File: config.mk
export PLATFORM = sky130hd
export DESIGN_NAME = odd_parity_checker_serial_flat
export DESIGN_NICKNAME = d
export VERILOG_FILES = /design/src/rtl/odd_parity_checker_serial_if.sv /design/src/rtl/odd_parity_checker_serial.sv /design/src/flat_wrapper.sv
export SDC_FILE = /design/constraint.sdc
export NUM_CORES = 1
export LEC_CHECK = 0
export ABC_AREA = 1
export BUFFER_PORTS_ARGS = -buffer_cell sky130_fd_sc_hd__buf_4
export CORE_AREA = 2 2 39 41
export DETAILED_ROUTE_END_ITERATION = 8
export DIE_AREA = 0 0 41 43
export GPL_ROUTABILITY_DRIVEN = 0
export PLACE_DENSITY = 0.77
export SETUP_SLACK_MARGIN = 0.4
export SKIP_LAST_GASP = 1
export SLEW_MARGIN = 20
export SYNTH_ARGS = -nofsm -noshare
export SYNTH_HDL_FRONTEND = slang
export SYNTH_SLANG_ARGS = --single-unit
File: constraint.sdc
create_clock -name clk -period 2.3 [get_ports clk]
set_input_delay 0.115 -clock clk [delete_from_list [all_inputs] [get_ports clk]]
set_output_delay 0.115 -clock clk [all_outputs]
set_load 0.005 [all_outputs]
File: src/rtl/odd_parity_checker_serial_if.sv
// Serial codeword link into the odd-parity checker, plus its decoded outputs.
// Widths follow the DATA_W / CNT_W parameters of the checker it is bound to.
interface odd_parity_checker_serial_if #(
  parameter int DATA_W = 3,
  parameter int CNT_W  = 8
);
  logic              in_valid;
  logic              in_sof;
  logic              in_bit;
  logic              out_valid;
  logic [DATA_W-1:0] out_data;
  logic              parity_err;
  logic              busy;
  logic [CNT_W-1:0]  err_count;

  modport master (
    output in_valid, in_sof, in_bit,
    input  out_valid, out_data, parity_err, busy, err_count
  );

  modport slave (
    input  in_valid, in_sof, in_bit,
    output out_valid, out_data, parity_err, busy, err_count
  );
endinterface

File: src/rtl/odd_parity_checker_serial.sv
// Odd-parity serial checker: reassembles DATA_W data bits (MSB first) plus one
// parity bit and flags codewords whose total count of 1s is even.
// Optional feature macro: PARITY_ERR_COUNT_EN (saturating parity-error counter);
// when undefined err_count is tied to 0.
//
// state  | meaning
// IDLE   | waiting for in_sof; bits without sof are dropped
// DATA   | collecting data bits, bits_left counts the ones still owed
// PARITY | next valid non-sof bit is the parity bit
module odd_parity_checker_serial #(
  parameter int DATA_W = 3,
  parameter int CNT_W  = 8
) (
  input logic                      clk,
  input logic                      rst,
  odd_parity_checker_serial_if.slave bus
);

  localparam int CW = (DATA_W > 1) ? $clog2(DATA_W) : 1;

  typedef enum logic [1:0] {IDLE, DATA, PARITY} state_t;

  state_t            state;
  logic [CW-1:0]     bits_left;
  logic [DATA_W-1:0] shreg;
  logic              acc;
  logic              out_valid_q;
  logic [DATA_W-1:0] out_data_q;
  logic              parity_err_q;
  logic              busy_q;

  logic [DATA_W:0]   sh_ext;
  logic              par_bad;
  logic              parity_take;

  assign sh_ext      = {shreg, bus.in_bit};
  // Total ones odd <=> acc ^ parity == 1, so an even total is the error case.
  assign par_bad     = ~(acc ^ bus.in_bit);
  assign parity_take = bus.in_valid && !bus.in_sof && (state == PARITY);

  // Frame FSM: sof always restarts a frame, even over a pending parity bit.
  always_ff @(posedge clk) begin
    if (rst) begin
      state        <= IDLE;
      bits_left    <= '0;
      shreg        <= '0;
      acc          <= 1'b0;
      out_valid_q  <= 1'b0;
      out_data_q   <= '0;
      parity_err_q <= 1'b0;
      busy_q       <= 1'b0;
    end else begin
      out_valid_q <= 1'b0;
      if (bus.in_valid) begin
        if (bus.in_sof) begin
          shreg     <= DATA_W'(bus.in_bit);
          acc       <= bus.in_bit;
          bits_left <= CW'(DATA_W - 1);
          state     <= (DATA_W == 1) ? PARITY : DATA;
          busy_q    <= 1'b1;
        end else begin
          unique case (state)
            IDLE: begin
            end
            DATA: begin
              shreg     <= sh_ext[DATA_W-1:0];
              acc       <= acc ^ bus.in_bit;
              bits_left <= bits_left - CW'(1);
              if (bits_left == CW'(1)) state <= PARITY;
            end
            PARITY: begin
              out_valid_q  <= 1'b1;
              out_data_q   <= shreg;
              parity_err_q <= par_bad;
              state        <= IDLE;
              busy_q       <= 1'b0;
            end
            default: begin
              state  <= IDLE;
              busy_q <= 1'b0;
            end
          endcase
        end
      end
    end
  end

  assign bus.out_valid  = out_valid_q;
  assign bus.out_data   = out_data_q;
  assign bus.parity_err = parity_err_q;
  assign bus.busy       = busy_q;

`ifdef PARITY_ERR_COUNT_EN
  logic [CNT_W-1:0] err_count_q;

  // Saturating count of bad frames, updated on the same edge as out_valid.
  always_ff @(posedge clk) begin
    if (rst) begin
      err_count_q <= '0;
    end else if (parity_take && par_bad && !(&err_count_q)) begin
      err_count_q <= err_count_q + CNT_W'(1);
    end
  end

  assign bus.err_count = err_count_q;
`else
  assign bus.err_count = '0;
`endif

endmodule
File: src/flat_wrapper.sv
// flat-port wrapper written by rule: the top's interface ports become plain ports
module odd_parity_checker_serial_flat 
#(
  parameter int DATA_W = 3,
  parameter int CNT_W  = 8
)
  (clk, rst, bus_in_valid, bus_in_sof, bus_in_bit, bus_out_valid, bus_out_data, bus_parity_err, bus_busy, bus_err_count);
  odd_parity_checker_serial_if #(.DATA_W(DATA_W), .CNT_W(CNT_W)) bus_i ();
  input logic clk;
  input logic rst;
  input wire logic [$bits(bus_i.in_valid)-1:0] bus_in_valid;
  input wire logic [$bits(bus_i.in_sof)-1:0] bus_in_sof;
  input wire logic [$bits(bus_i.in_bit)-1:0] bus_in_bit;
  output wire logic [$bits(bus_i.out_valid)-1:0] bus_out_valid;
  output wire logic [$bits(bus_i.out_data)-1:0] bus_out_data;
  output wire logic [$bits(bus_i.parity_err)-1:0] bus_parity_err;
  output wire logic [$bits(bus_i.busy)-1:0] bus_busy;
  output wire logic [$bits(bus_i.err_count)-1:0] bus_err_count;
  assign bus_i.in_valid = bus_in_valid;
  assign bus_i.in_sof = bus_in_sof;
  assign bus_i.in_bit = bus_in_bit;
  assign bus_out_valid = bus_i.out_valid;
  assign bus_out_data = bus_i.out_data;
  assign bus_parity_err = bus_i.parity_err;
  assign bus_busy = bus_i.busy;
  assign bus_err_count = bus_i.err_count;
  odd_parity_checker_serial #(.DATA_W(DATA_W), .CNT_W(CNT_W)) u_core (.clk(clk), .rst(rst), .bus(bus_i));
endmodule
==> impl_metrics.toml <==
[sta]
finalHoldViolations = 0
fin_crit_ns = 1.102
grt_setup_unrepaired = "no"
fin_tns_setup_ns = 0
max_freq_mhz = 907.8
setup_violations = 0
whs_ns = 0.05197
period_share_pct = 47.89
drv_slew = 0
skew_ns = 0.002207

[die]
pin_count = 19
fp.dieArea_mm2 = 0.001763
rows = 14
core-area_mm2 = 0.001384
die_h_um = 43
start_util_pct = 47.56
die_w_um = 41

[critical_path]
crit_chain = "inv_1 -> ha_1 -> or2_1 -> nor2_1 -> nor2_1"
arrival_ns = 1.28
cp.required_ns = 2.48
cpMaxStageDelayCell = "dfxtp_1"
cp-end-kind = "flip-flop"
path_class = "reg -> reg"
path_buf_inv = 1
cp_top_family = "simple AND/OR/NAND/NOR gates"
worstSetupStartpointType = "flip-flop"
path_max_fanout = 2
cp_slowest_stage_delay_ns = 0.34
path_common_cell = "nor2_1"

[cells_and_area]
seq_area_um2 = 280.3
diodes = 0
nFillCells = 141
drive_gt1_share_pct = 21.78
multiInputGateArea_um2 = 305.3
nets = 108
syn_to_final_growth_pct = 14.07

[synthesis]
yosysUniqueCellTypes = 21
synth_seq_cells = 14
synth-seq-area-share_pct = 42.59
yosys_warnings = 0
synthCells = 89
syn_avg_cell_area_um2 = 7.395
syn_area_um2 = 658.1

[pwr]
power_frac_seq_pct = 53.9
p_total_mw = 0.4702
power.internal_mw = 0.3614
power_switching_mw = 0.1088
pwr-share-comb_pct = 9.1
clock_power_share_pct = 37.0
swShare_pct = 23.15
power_density_mw_per_mm2 = 626.4
p_leak_nw = 0.3463
ir_worst_vdd_mv = 0.3940

[clock_network]
path_clk_slew_ns = 0.08
tritoncts = "yes"
clock-sinks = 14
cts_resized = 0
clk_path_buf_depth = 2
holdBufCountCts = 0
cts_setup_buffers = 0
cts_inserted_buffers = 3
htree_levels = 1
clkLatencyLatePin_ns = 0.28
cts_root_buf = "clkbuf_4"

[grt]
grt_usage_pct = 15.85
antenna_found_initial = 0
grt_pass1_vias = 467
grt_pass1_wl_um = 1890
grt_max_degree = 9
grt_overflow_total = 0

[route]
drtAntennaViolNets = 0
routed_wl_um = 1098
wl_per_cell_um = 9.385
drt_first_iter_violations = 3
drc = 0
dr.pass1.iters = 3
vias_per_cell = 4.692
via_count = 549

[placed_design]
io_buffers = 10
dp_hpwl_um = 838.2

[hold_path]
worstHoldPathType = "in -> reg"

[run]
drv_cap = 0

[status]
status = "finished clean"
-- flip-flops by register name, indices dropped and copies added, names as in the netlist --
name	cells
u_core.bus.parity_err	1
u_core.shreg	3
u_core.acc	1
u_core.bus.out_data	3
u_core.bus.out_valid	1
u_core.bits_left	2
u_core.bus.busy	1
u_core.state	2
-- power groups by stage --
stage	clock, mW	combinational [mW]	sequential [mW]
2_1_floorplan	0	0.0379	0.258
3_3_place_gp	0	0.0422	0.259
3_5_place_dp	0	0.0430	0.259
4_1_cts	0.178	0.0435	0.253
5_1_grt	0.193	0.0509	0.255
6_report	0.174	0.0429	0.254
-- placed cells by master (no fill, tap or decap) --
cell / count
buf_4: 10
nor2_1: 17
inv_2: 3
clkbuf_4: 3
clkbuf_8: 1
o21ai_1: 6
nand3_2: 1
dfxtp_1: 14
nand2_1: 11
or2_1: 1
nand2_2: 2
nand3_1: 5
nor2_2: 1
nor2_4: 1
conb_1: 8
nand4_1: 1
ha_1: 1
clkinv_1: 1
a21oi_1: 7
inv_1: 5
xnor2_1: 1
and2_0: 1
-- metrics by stage --
step | area (µm²) | worst slack [ns] | utilization [%] | instances
2_1_floorplan | 684.4 | 1.271 | - | 96
3_3_place_gp | 714.4 | 1.256 | 51.63 | 113
3_5_place_dp | 714.4 | 1.207 | 51.63 | 113
4_1_cts | 750.7 | 1.190 | 54.25 | 117
5_1_grt | 750.7 | 1.121 | 54.25 | 117
6_report | 750.7 | 1.198 | 54.25 | 117
-- cell type report --
type                       instances  area share [%]
clock buffer                       4           4.833
tap                               16           2.667
timing repair buffer              10           10.00
sequential                        14           37.33
inverter                           9           4.500
multi-input combinational         64           40.67
-- logic make-up (layout without fill, tap and decap cells) --
group           after synthesis  in the layout  share of synthesized area [%]
simple gates                 41             41                          28.71
flops                        14             14                          42.59
xor+xnor                      1              1                          1.331
other cells                   1              8                         0.5698
fa+ha+maj                     1              1                          1.901
buf+inv                      18             23                          15.02
compound gates               13             13                          9.886
-- routing by layer --
| metal | up-vias | global-route usage [%] | wire (µm) |
|---|---|---|---|
| met5 | - | 0 | 0 |
| li1 | 287 | - | - |
| met2 | 14 | 24.38 | 567 |
| met3 | 2 | 3.141 | 53 |
| met4 | 0 | 8.000 | 10 |
| met1 | 246 | 20.07 | 465 |
-- path summary, 6_finish.rpt --
path / cells past startpoint / startpoint / to / slack (ns)
setup / recovery: 5 / u_core.bits_left[1] / u_core.bits_left[1] / 1.20
hold / removal: 2 / rst / u_core.shreg[0] / 0.05
setup reg to reg: 5 / u_core.bits_left[1] / u_core.bits_left[1] / 1.20
hold reg to reg: 2 / u_core.bus.busy / u_core.bus.busy / 0.46
-- Yosys cell counts --
| cell | number | area [µm²] |
|---|---|---|
| a21oi_1 | 7 | 35.03 |
| and2_0 | 1 | 6.260 |
| buf_4 | 8 | 60.06 |
| clkbuf_2 | 1 | 5.000 |
| clkinv_1 | 1 | 3.750 |
| conb_1 | 1 | 3.750 |
| dfxtp_1 | 14 | 280.3 |
| ha_1 | 1 | 12.51 |
| inv_1 | 5 | 18.77 |
| inv_2 | 3 | 11.26 |
| nand2_1 | 11 | 41.29 |
| nand2_2 | 2 | 12.51 |
| nand3_1 | 5 | 25.02 |
| nand3_2 | 1 | 10.01 |
| nand4_1 | 1 | 6.260 |
| nor2_1 | 17 | 63.81 |
| nor2_2 | 1 | 6.260 |
| nor2_4 | 1 | 11.26 |
| o21ai_1 | 6 | 30.03 |
| or2_1 | 1 | 6.260 |
| xnor2_1 | 1 | 8.760 |
Power figures use the tool's default switching activity.
